File: src/rtl/coin_change_scheduler.sv
// Return-wait timer and greedy change dispenser for the vending machine.
// Each DISPENSE cycle names one coin and its value for the parent to subtract.
module coin_change_scheduler #(
  parameter int NUM_COINS  = 3,
  parameter int NUM_ITEMS  = 4,
  parameter int TOTAL_BITS = 31,
  parameter int WAIT_TIME  = 100
) (
  input  logic                    clk,
  input  logic                    reset_n,
  input  logic [NUM_COINS-1:0]    i_input_coin,
  input  logic [NUM_ITEMS-1:0]    i_select_item,
  input  logic                    i_trigger_return,
  input  logic [TOTAL_BITS-1:0]   i_current_total,
  input  logic [NUM_ITEMS*32-1:0] i_item_price,
  input  logic [NUM_COINS*32-1:0] i_coin_value,
  output logic [NUM_COINS-1:0]    o_return_coin,
  output logic [TOTAL_BITS-1:0]   o_dec_amount,
  output logic                    o_busy,
  output logic                    o_done,
  output logic [31:0]             o_wait_time
);

  typedef enum logic [1:0] {IDLE, DISPENSE, DONE} state_t;

  state_t                state_reg, state_next;
  logic [TOTAL_BITS-1:0] remaining_reg, remaining_next;
  logic [31:0]           wait_time_reg, wait_time_next;

  logic [TOTAL_BITS-1:0] coin_val [NUM_COINS];
  logic [TOTAL_BITS-1:0] price    [NUM_ITEMS];

  // Only the low TOTAL_BITS of each 32-bit value take part in the arithmetic.
  genvar gi;
  generate
    for (gi = 0; gi < NUM_COINS; gi++) begin : g_coin
      assign coin_val[gi] = i_coin_value[32*gi +: TOTAL_BITS];
      if (TOTAL_BITS < 32) begin : g_hi
        logic unused_hi;
        assign unused_hi = ^i_coin_value[32*gi+TOTAL_BITS +: 32-TOTAL_BITS];
      end
    end
    for (gi = 0; gi < NUM_ITEMS; gi++) begin : g_item
      assign price[gi] = i_item_price[32*gi +: TOTAL_BITS];
      if (TOTAL_BITS < 32) begin : g_hi
        logic unused_hi;
        assign unused_hi = ^i_item_price[32*gi+TOTAL_BITS +: 32-TOTAL_BITS];
      end
    end
  endgenerate

  // Descending scan so the lowest selected item has the final say.
  logic purchase_ok;
  always_comb begin
    purchase_ok = 1'b0;
    for (int k = NUM_ITEMS - 1; k >= 0; k--) begin
      if (i_select_item[k]) purchase_ok = (price[k] <= i_current_total);
    end
  end

  logic [NUM_COINS-1:0]  coin_onehot;
  logic [TOTAL_BITS-1:0] coin_amt;
  always_comb begin
    coin_onehot = '0;
    coin_amt    = '0;
    for (int k = 0; k < NUM_COINS; k++) begin
      if (coin_val[k] != '0 && coin_val[k] <= remaining_reg) begin
        coin_onehot    = '0;
        coin_onehot[k] = 1'b1;
        coin_amt       = coin_val[k];
      end
    end
  end

  // Look ahead so the cycle after the last coin is already DONE.
  logic [TOTAL_BITS-1:0] rem_after;
  logic                  more_coins;
  assign rem_after = remaining_reg - coin_amt;
  always_comb begin
    more_coins = 1'b0;
    for (int k = 0; k < NUM_COINS; k++) begin
      if (coin_val[k] != '0 && coin_val[k] <= rem_after) more_coins = 1'b1;
    end
  end

  always_ff @(posedge clk or negedge reset_n) begin
    if (!reset_n) begin
      state_reg     <= IDLE;
      remaining_reg <= '0;
      wait_time_reg <= '0;
    end else begin
      state_reg     <= state_next;
      remaining_reg <= remaining_next;
      wait_time_reg <= wait_time_next;
    end
  end

  always_comb begin
    state_next     = state_reg;
    remaining_next = remaining_reg;
    wait_time_next = wait_time_reg;
    o_return_coin  = '0;
    o_dec_amount   = '0;
    o_busy         = 1'b0;
    o_done         = 1'b0;
    case (state_reg)
      IDLE: begin
        if (|i_input_coin || purchase_ok) begin
          wait_time_next = 32'(WAIT_TIME);
        end else if (i_trigger_return && i_current_total != '0) begin
          remaining_next = i_current_total;
          wait_time_next = '0;
          state_next     = DISPENSE;
        end else if (i_trigger_return) begin
          wait_time_next = '0;
        end else if (wait_time_reg == 32'd1 && i_current_total != '0) begin
          remaining_next = i_current_total;
          wait_time_next = '0;
          state_next     = DISPENSE;
        end else if (wait_time_reg != '0) begin
          wait_time_next = wait_time_reg - 32'd1;
        end
      end
      DISPENSE: begin
        o_busy         = 1'b1;
        wait_time_next = '0;
        if (coin_onehot != '0) begin
          o_return_coin  = coin_onehot;
          o_dec_amount   = coin_amt;
          remaining_next = rem_after;
          if (!more_coins) state_next = DONE;
        end else begin
          state_next = DONE;
        end
      end
      DONE: begin
        o_busy         = 1'b1;
        o_done         = 1'b1;
        wait_time_next = '0;
        state_next     = IDLE;
      end
      default: state_next = IDLE;
    endcase
  end

  assign o_wait_time = wait_time_reg;

endmodule

File: config.mk
export PLATFORM = sky130hd
export DESIGN_NAME = coin_change_scheduler
export DESIGN_NICKNAME = d
export VERILOG_FILES = /design/src/rtl/coin_change_scheduler.sv
export SDC_FILE = /design/constraint.sdc
export NUM_CORES = 1
export LEC_CHECK = 0
export BUFFER_PORTS_ARGS = -buffer_cell sky130_fd_sc_hd__clkbuf_2
export CORE_UTILIZATION = 25
export DETAILED_ROUTE_END_ITERATION = 8
export GPL_ROUTABILITY_DRIVEN = 1
export MAX_ROUTING_LAYER = met4
export PLACE_DENSITY_LB_ADDON = 0.05
export SLEW_MARGIN = 20
export SYNTH_ARGS = -nofsm -noshare
export SYNTH_HDL_FRONTEND = slang
export SYNTH_SLANG_ARGS = --single-unit
File: constraint.sdc
create_clock -name clk -period 9.4 [get_ports clk]
set_clock_uncertainty 0.15 [all_clocks]
set_input_delay 1.41 -clock clk [delete_from_list [all_inputs] [get_ports clk]]
set_output_delay 1.41 -clock clk [all_outputs]
set_load 0.03 [all_outputs]
==> qor.txt, run 1 <==
WL per Instance -> 23.1 um
cts hold-fix bufs -> 0
Tcrit/Tclk final -> 94.9%
run status -> complete, no violations
leakage -> 9.62 nW
Syn Std Cell Area -> 13600 sq um
RePlAce Congestion -> 0.927
fraction of layout cells with a size suffix above 1 -> 31.6%
max-slew violations -> 0
Port Buf Inserts -> 325
cell taking the most area after synthesis -> ha_1
Post-Synth XOR/XNOR Area -> 2.95%
HP Class -> flop to flop
first-pass GRT wire length -> 101000 um
most instantiated cells after synthesis -> ha_1, nor2_1, o21ai_0
switching power total -> 4.90 mW
Worst slew margin -> 33.8%
fraction of synthesized area in multiplexers -> 2.67%
CP required -> 9.51 ns
floorplan row count -> 85
Reg clk slew, reported paths -> 0.07 ns
Crit Path Class -> primary input to flop
endpoints failing hold -> 0
syn_area_per_cell -> 8.02 sq um
sequential fraction of design power -> 4.9%
Die ar. -> 55500 sq um
Net count, final -> 2889
Boundary Pins -> 333
Worst EP arrival -> 9.03 ns
sequential element share of the synthesized area -> 11.9%
largest family of logic cells by synthesized area -> adder cells
Die Width -> 236 um
Synth Area in Simple Gates -> 19.2%
Diodes inserted -> 0
# fillers -> 5756
Pwr Density -> 497 nW/um^2
via count -> 15700
register bit total from synthesis -> 65
clk buf depth -> 2
antenna-violating nets left -> 0
Remaining Overflow, GRT -> 0
max FFs per register -> 32
Logic pwr share -> 90.9%
Die Y -> 236 um
post-synthesis adder-cell area fraction -> 30.2%
switching share of power -> 52.4%
Starting Density -> 25.3%
drt pass-1 iters -> 6
actual slew at the worst max-slew pin -> 0.967 ns
Worst path max stage delay -> 0.40 ns
Top cell by count, worst path -> a21o_1
Area growth syn-to-layout -> 37.5%
Root Driver -> clkbuf_16
worst-path fanout max -> 3
crit end category -> flop
Post-synth EDFFs -> 0
H-Tree Depth -> 3
Ys Warns -> 0
fin crit period -> 8.92 ns
Yosys cell types -> 98
Synth async-reset ratio -> 100%
count leader, synth -> ha_1
antenna violations before repair -> 1
Vias/cell -> 5.23
Iter 0 DRT Violations -> 833
Synth area leaders -> ha_1, dfrtp_1, a21o_1, o21ai_0, a21oi_1
Final setup viols -> 0
post-synthesis net count -> 2290
Sink Count -> 65
TritonCTS clock tree -> yes
largest net degree at the start of global routing -> 50
Fmax -> 112 MHz
cell-internal power -> 4.44 mW
cell area after layout -> 18800 sq um
Yosys top cell area share -> 29.6%
hpwl dp -> 59700 um
clock share of power -> 4.2%
All-Layer GR Usage -> 25.4%
Max VDD drop -> 0.163 mV
Crit-path slowest cell -> fa_1
Placed Area -> 18400 sq um
clock insertion delay at the later pin of the skew report -> 0.39 ns
Power Total -> 9.34 mW
Worst Setup Start Kind -> primary input
CTS buffer count -> 9
Gate Count Post-Synth -> 1701
MaxCap Viol Count -> 0
DRC violations left -> 0
main flop type after synthesis -> dfrtp_1
Compound-Gate Fraction of Synth Area -> 28.5%
Core ar. -> 53900 sq um
final WL -> 69300 um
vias in the first global route -> 15900
[worst paths after layout]
path / start / slack [ns] / end / depth (start not counted)
max in group asynchronous: reset_n / 7.29 / o_wait_time[19]$_DFFE_PN0P_ / 2
hold / removal: o_wait_time[9]$_DFFE_PN0P_ / 0.37 / o_wait_time[9]$_DFFE_PN0P_ / 1
min in group asynchronous: reset_n / 0.82 / remaining_reg[21]$_DFFE_PN0P_ / 1
setup / recovery: i_coin_value[8] / 0.48 / state_reg[0]$_DFFE_PN0P_ / 42
hold reg to reg: o_wait_time[9]$_DFFE_PN0P_ / 0.37 / o_wait_time[9]$_DFFE_PN0P_ / 1
setup reg to reg: remaining_reg[8]$_DFFE_PN0P_ / 1.00 / state_reg[0]$_DFFE_PN0P_ / 42
[repair_timing]
item                                    in CTS  in global routing
resized for setup                            0                 26
setup buffers                                0                  2
endpoints found under the setup margin       0                  2
[cells by family (layout without fill, tap and decap cells)]
| logic type | Yosys count | after routing |
|---|---|---|
| simple gates | 516 | 516 |
| mux | 35 | 35 |
| flops | 65 | 65 |
| buf+inv | 158 | 762 |
| xor+xnor | 42 | 42 |
| compound gates | 555 | 555 |
| fa+ha+maj | 330 | 330 |
[metal layers]
| metal | part of all wire [%] | routed length (um) | track usage, % | up-vias |
|---|---|---|---|---|
| li1 | - | - | - | 7725 |
| met2 | 46 | 32000 | 41.0 | 395 |
| met1 | 45 | 31500 | 31.8 | 7491 |
| met5 | 0 | 0 | - | - |
| met3 | 4.8 | 3340 | 4.17 | 75 |
| met4 | 3.4 | 2380 | 9.17 | 0 |
[final cells by class]
cell class	count	area (sq um)	share of cell area (%)
clock inverter	7	83.8	0.447
inverter	109	409	2.18
timing repair buffer	637	4030	21.4
tap	696	871	4.64
sequential	65	1630	8.67
multi-input combinational	1478	11500	61.4
clock buffer	9	225	1.20
[power groups by stage]
stage / Combinational [mW] / Clock, mW / Sequential (mW)
2_1_floorplan: 4.85 / 0 / 0.457
3_3_place_gp: 8.31 / 0 / 0.462
3_5_place_dp: 8.37 / 0 / 0.463
4_1_cts: 8.42 / 0.415 / 0.458
5_1_grt: 9.35 / 0.416 / 0.470
6_report: 8.48 / 0.396 / 0.456
[critical path, delay by kind of cell]
kind	cells	cell delay (ns)
AO/OA/AOI/OAI	21	3.83
multiplexers	1	0.16
adder cells (fa/ha/maj)	4	1.22
buffers and inverters	6	0.80
AND/OR/NAND/NOR	9	1.41
XOR/XNOR	1	0.16
[placed cells by master, fill, tap and decap left out, types with 42 or more instances in the layout]
cell / n
nand4_1: 72
dfrtp_1: 65
ha_1: 320
buf_4: 308
nand2_1: 88
clkbuf_2: 324
inv_1: 109
a21oi_1: 114
nor4_1: 42
a21o_1: 96
nor2_1: 148
o21ai_0: 122
[per-stage QoR]
stage                     setup WS [ns]  hold WS (ns)  setup TNS [ns]  util, %  std cells
after floorplan                   0.746         0.341               0        -       1701
after global routing            -0.0245         0.398         -0.0427     34.8       3001
after detailed placement         -0.359         0.365          -0.684     34.1       2983
final                             0.481         0.373               0     34.8       3001
after CTS                      0.000265         0.379               0     34.6       2999
after global placement           -0.335         0.357          -0.658     34.1       2983
Note: power is estimated with default switching activity, not from simulation.
==> inputs of run 2 (changes only) <==
--- a/config.mk
+++ b/config.mk
@@ -7,11 +7,12 @@
 export LEC_CHECK = 0
 export BUFFER_PORTS_ARGS = -buffer_cell sky130_fd_sc_hd__clkbuf_2
 export CORE_UTILIZATION = 25
+export CTS_BUF_LIST = sky130_fd_sc_hd__clkbuf_2
 export DETAILED_ROUTE_END_ITERATION = 8
 export GPL_ROUTABILITY_DRIVEN = 1
 export MAX_ROUTING_LAYER = met4
 export PLACE_DENSITY_LB_ADDON = 0.05
-export SLEW_MARGIN = 20
+export SLEW_MARGIN = 5
 export SYNTH_ARGS = -nofsm -noshare
 export SYNTH_HDL_FRONTEND = slang
 export SYNTH_SLANG_ARGS = --single-unit
==> run 2 against run 1 <==
  * Clock power shrank 40%
  * Critical path type unchanged
  * Critical endpoint unchanged
  * Register-to-register slack worse by 0.30 ns
  * Setup slack gained 0.10 ns
  * Wire length hardly changed
  * Final area is 1.4% lower
  * Maximum frequency is 1.1% higher
==> qor.txt, run 2 (synthesis results as in run 1) <==
clock insertion delay at the later pin of the skew report -> 0.77 ns (+0.38 ns)
final worst slack -> 0.582 ns (+0.100 ns)
Worst path max stage delay -> 0.45 ns (+0.05 ns)
largest net degree at the start of global routing -> 50 (unchanged)
Crit Path Class -> primary input to flop
Power Total -> 9.13 mW (-2.2%)
Worst Setup Start Kind -> primary input
Setup WS pre-CTS -> -0.359 ns (unchanged)
Sequential Area -> 1630 sq um (unchanged)
CTS buffer count -> 9 (unchanged)
vias in the first global route -> 15900 (+0.038%)
reg2reg path depth -> 42 (unchanged)
hpwl dp -> 59700 um (unchanged)
Sink Count -> 65 (unchanged)
actual slew at the worst max-slew pin -> 0.966 ns (-0.00121 ns)
Starting Density -> 25.3% (unchanged)
clk buf depth -> 2 (unchanged)
Pwr Density -> 493 nW/um^2 (-0.80%)
via count -> 15600 (-0.33%)
floorplan row count -> 85 (unchanged)
Net count, final -> 2887 (-0.069%)
endpoints failing hold -> 0 (unchanged)
Max VDD drop -> 0.167 mV (+2.0%)
met2 wire len -> 32100 um (+0.20%)
drt pass-1 iters -> 5 (-1)
Remaining Overflow, GRT -> 0 (unchanged)
DRC violations left -> 0 (unchanged)
Die ar. -> 55500 sq um (unchanged)
worst-path fanout max -> 6 (+3)
fin crit period -> 8.82 ns (-0.100 ns)
MaxCap Viol Count -> 0 (unchanged)
H-Tree Depth -> 3 (unchanged)
Final setup viols -> 0 (unchanged)
HP Class -> primary input to asynchronous set/reset pin
final WL -> 69300 um (about the same)
CP required -> 9.91 ns (+0.40 ns)
commonest non-fill, non-tap cells in the layout -> clkbuf_2, ha_1, buf_4, nor2_1, o21ai_0
Fmax -> 113 MHz (+1.1%)
# fillers -> 5781 (+0.43%)
Worst slew margin -> 33.9% (+0.083 points)
max FFs per register -> 32 (unchanged)
antenna-violating nets left -> 0 (unchanged)
Worst EP arrival -> 9.33 ns (+0.30 ns)
Port Buf Inserts -> 325 (unchanged)
RePlAce Congestion -> 0.927 (unchanged)
met3 wire length -> 3310 um (-1.1%)
Iter 0 DRT Violations -> 869 (+4.3%)
TritonCTS clock tree -> yes
first-pass GRT wire length -> 102000 um (about the same)
Max Used Layer -> met4
cts hold-fix bufs -> 0 (unchanged)
leakage -> 9.53 nW (-0.96%)
multi-input logic area -> 11500 sq um (-0.56%)
WL per Instance -> 23.1 um (about the same)
crit end category -> flop
antenna violations before repair -> 2 (+1)
met1 WL -> 31600 um (+0.37%)
Die Width -> 236 um (unchanged)
All-Layer GR Usage -> 25.4% (about the same)
RSZ-0062 raised after global routing -> no
Core ar. -> 53900 sq um (unchanged)
Vias/cell -> 5.21 (-0.33%)
Tcrit/Tclk final -> 93.8% (-1.1 points)
Boundary Pins -> 333 (unchanged)
run status -> complete, no violations
Crit-path slowest cell -> o21ai_0
fraction of layout cells with a size suffix above 1 -> 31.0% (-0.54 points)
max-slew violations -> 0 (unchanged)
Area growth syn-to-layout -> 35.6%
Root Driver -> clkbuf_2
commonest non-fill, non-tap cell in the layout -> clkbuf_2
Die Y -> 236 um (unchanged)
Reg clk slew, reported paths -> 0.30 ns (+0.23 ns)
## run 2: cell types whose count changed in the layout (fill, tap and decap cells not counted), sizes merged
cell	delta
diode	+2
buf	-2
## run 2: critical path: cells and delay by family
family	cells	cell delay, ns
xor+xnor	1	0.16
fa+ha+maj	3	1.03
compound gates	15	3.09
mux	1	0.16
simple gates	14	2.30
buf+inv	7	1.12
## run 2: per-stage QoR
step | cell area, sq um | hold WS, ns | cells | TNS, ns | util, %
floorplan | 13600 | 0.341 | 1701 | 0 | -
global route | 18500 | 0.357 | 3001 | 0 | 34.3
detailed placement | 18400 | 0.365 | 2983 | -0.684 | 34.1
CTS | 18500 | 0.310 | 2999 | 0 | 34.3
finish | 18500 | 0.387 | 3001 | 0 | 34.3
global placement | 18400 | 0.357 | 2983 | -0.658 | 34.1
## run 2: path summary, 6_finish.rpt
kind	startpoint	end	slack [ns]
max	i_coin_value[94]	state_reg[0]$_DFFE_PN0P_	0.58
min	reset_n	remaining_reg[20]$_DFFE_PN0P_	0.39
max reg2reg	remaining_reg[8]$_DFFE_PN0P_	state_reg[0]$_DFFE_PN0P_	0.70
min reg2reg	o_wait_time[9]$_DFFE_PN0P_	o_wait_time[9]$_DFFE_PN0P_	0.39
max in group asynchronous	reset_n	o_wait_time[19]$_DFFE_PN0P_	7.70
min in group clk	o_wait_time[9]$_DFFE_PN0P_	o_wait_time[9]$_DFFE_PN0P_	0.39
## run 2: layout make-up
type                            count  area share (%)
Clock inverter                      7           0.453
Inverter                          109            2.21
Sequential cell                    65            8.79
Tap cell                          696            4.70
Timing Repair Buffer              635            21.6
Multi-Input combinational cell   1478            61.9
Antenna cell                        2          0.0270
Clock buffer                        9           0.243
## run 2: power by group
part	leakage [nW]	internal [mW]	switching [mW]
registers	0.828	0.372	0.0835
logic	8.62	3.83	4.61
clock network	0.0754	0.0671	0.169
## run 2: timing repair
item | in CTS | in global routing
endpoints found under the hold margin | 0 | 0
endpoints found under the setup margin | 0 | 2
resized for setup | 0 | 3
setup buffers | 0 | 0
## run 2: layer usage
metal	GRT usage (%)	up-vias
met3	4.17	74
met2	41.1	397
met1	31.9	7443
li1	-	7721
met5	-	-
met4	8.87	0
==> inputs of run 3 (changes only) <==
--- a/config.mk
+++ b/config.mk
@@ -8,6 +8,7 @@
 export BUFFER_PORTS_ARGS = -buffer_cell sky130_fd_sc_hd__clkbuf_2
 export CORE_UTILIZATION = 25
 export CTS_BUF_LIST = sky130_fd_sc_hd__clkbuf_2
+export CTS_CLUSTER_DIAMETER = 150
 export DETAILED_ROUTE_END_ITERATION = 8
 export GPL_ROUTABILITY_DRIVEN = 1
 export MAX_ROUTING_LAYER = met4
==> constraint.sdc (replaced) <==
create_clock -name clk -period 8.44 [get_ports clk]
set_clock_uncertainty 0.15 [all_clocks]
set_input_delay 1.266 -clock clk [delete_from_list [all_inputs] [get_ports clk]]
set_output_delay 1.266 -clock clk [all_outputs]
set_load 0.1 [all_outputs]
==> run 3 against run 2 <==
  * Via count grew 2.8%
  * Final cell count grew 3.4%
  * Wire length grew 0.98%
  * Critical path type unchanged
  * Highest routed layer unchanged
  * Core utilization grew 1.7 points
  * Sequential share of layout area shrank 0.43 points
  * First-iteration DRC count shrank 6.0%
  * Count of clock-buffer cells in the layout is the same
==> qor.txt, run 3 (synthesis results as in run 1) <==
run status -> complete, no violations
reg2reg start -> remaining_reg[16]$_DFFE_PN0P_
Starting Density -> 25.3% (unchanged)
Die Y -> 236 um (unchanged)
Tcrit/Tclk final -> 96.0%
Top cell by count, worst path -> buf_4
H-Tree Depth -> 3 (unchanged)
DRC violations left -> 0 (unchanged)
floorplan row count -> 85 (unchanged)
All-Layer GR Usage -> 25.7% (+0.27 points)
Worst slew margin -> 31.3% (-2.6 points)
fin util -> 36.1% (+1.7 points)
HP Class -> flop to flop
antenna violations before repair -> 7 (+5)
Fmax -> 123 MHz
max-slew violations -> 0 (unchanged)
Port Buf Inserts -> 325 (unchanged)
Worst Setup Start Kind -> primary input
Iter 0 DRT Violations -> 817 (-6.0%)
Crit-path slowest cell -> fa_2
Die Width -> 236 um (unchanged)
Net count, final -> 2981 (+3.3%)
hpwl dp -> 60400 um (+1.2%)
fin cells -> 3103 (+3.4%)
Boundary Pins -> 333 (unchanged)
Remaining Overflow, GRT -> 0 (unchanged)
vias in the first global route -> 16300 (+2.2%)
max FFs per register -> 32 (unchanged)
actual slew at the worst max-slew pin -> 1.03 ns (+0.0641 ns)
Worst EP arrival -> 8.61 ns (-0.72 ns)
Area growth syn-to-layout -> 42.5%
Worst path max stage delay -> 0.41 ns (-0.04 ns)
commonest non-fill, non-tap cell in the layout -> buf_4
MaxCap Viol Count -> 0 (unchanged)
antenna-violating nets left -> 0 (unchanged)
commonest non-fill, non-tap cells in the layout -> buf_4, clkbuf_2, ha_1, nor2_1, o21ai_0
Sink Count -> 65 (unchanged)
fraction of layout cells with a size suffix above 1 -> 35.1% (+4.1 points)
reg2reg path depth -> 39 (-7.1%)
TritonCTS clock tree -> yes
RePlAce Congestion -> 0.907 (-2.1%)
Crit Path Class -> primary input to flop
Vias/cell -> 5.18 (-0.57%)
drt pass-1 iters -> 5 (unchanged)
hold depth -> 1
r2r setup slk -> 0.36 ns (-0.34 ns)
WHS Endpoint -> o_wait_time[25]$_DFFE_PN0P_
Root Driver -> clkbuf_2
clock insertion delay at the later pin of the skew report -> 0.81 ns (+0.04 ns)
crit end category -> flop
first-pass GRT wire length -> 103000 um (+1.9%)
Worst R2R End -> state_reg[1]$_DFFE_PN0P_
DP Cell Count -> 3066 (+2.8%)
Min-Delay Startpoint -> o_wait_time[25]$_DFFE_PN0P_
CP required -> 8.95 ns (-0.96 ns)
CTS buffer count -> 9 (unchanged)
worst-path fanout max -> 5 (-1)
fin crit period -> 8.10 ns
via count -> 16100 (+2.8%)
Final setup viols -> 0 (unchanged)
Core ar. -> 53900 sq um (unchanged)
Die ar. -> 55500 sq um (unchanged)
final WL -> 70000 um (+0.98%)
endpoints failing hold -> 0 (unchanged)
largest net degree at the start of global routing -> 66 (+32%)
Reg clk slew, reported paths -> 0.23 ns (-0.07 ns)
WL per Instance -> 22.6 um (-2.3%)
clk buf depth -> 2 (unchanged)
run 3: layout make-up:
class / count / area, sq um
Antenna cell: 10 / 25.0
Clock buffer: 9 / 45.0
Clock inverter: 7 / 83.8
Fill cell: 5785 / 34500
Inverter: 109 / 409
Multi-Input combinational cell: 1478 / 11700
Sequential cell: 65 / 1630
Tap cell: 696 / 871
Timing Repair Buffer: 729 / 4740
run 3: worst max path at each step:
stage	cells past startpoint	to	from	slack (ns)
after floorplan	39	state_reg[0]$_DFFE_PN0P_	i_coin_value[16]	0.02
after global placement	40	state_reg[1]$_DFFE_PN0P_	i_coin_value[8]	-0.97
after detailed placement	39	state_reg[1]$_DFFE_PN0P_	i_coin_value[8]	-1.03
after CTS	40	state_reg[1]$_DFFE_PN0P_	remaining_reg[22]$_DFFE_PN0P_	0.006
after global routing	42	state_reg[0]$_DFFE_PN0P_	remaining_reg[26]$_DFFE_PN0P_	-0.03
final	41	state_reg[1]$_DFFE_PN0P_	i_coin_value[94]	0.34
run 3: repair_timing:
action                     CTS  global route
setup endpoints to repair    2             2
gates resized for setup      5            47
hold buffers                 0             0
pin swaps                    1            27
setup buffers                0            11
run 3: per-stage QoR:
step                      instance area, sq um  setup slack [ns]  setup TNS (ns)  hold slack (ns)
final                                    19500             0.338               0            0.391
after global routing                     19500           -0.0298         -0.0385            0.414
after CTS                                19100           0.00615               0            0.388
after floorplan                          13700            0.0194               0            0.341
after detailed placement                 19000             -1.03           -2.06            0.361
after global placement                   19000            -0.971           -1.94            0.361
run 3: routing by layer:
layer	track usage, %	up-vias	part of all wire (%)
met2	42.6	448	47
met4	6.52	0	2.4
met5	-	-	0
met1	32.7	7647	46
met3	3.32	66	4.6
li1	-	7914	-
run 3: worst max-delay path: cells and delay by family:
kind / cells / cell delay (ns)
fa+ha+maj: 4 / 1.22
xor+xnor: 1 / 0.15
buf+inv: 7 / 1.00
simple gates: 12 / 1.70
compound gates: 17 / 3.25
Power of run 3 is left out: the tool's default activity adds up to more than one toggle a clock period on the data nets, which glitch-free logic cannot reach.
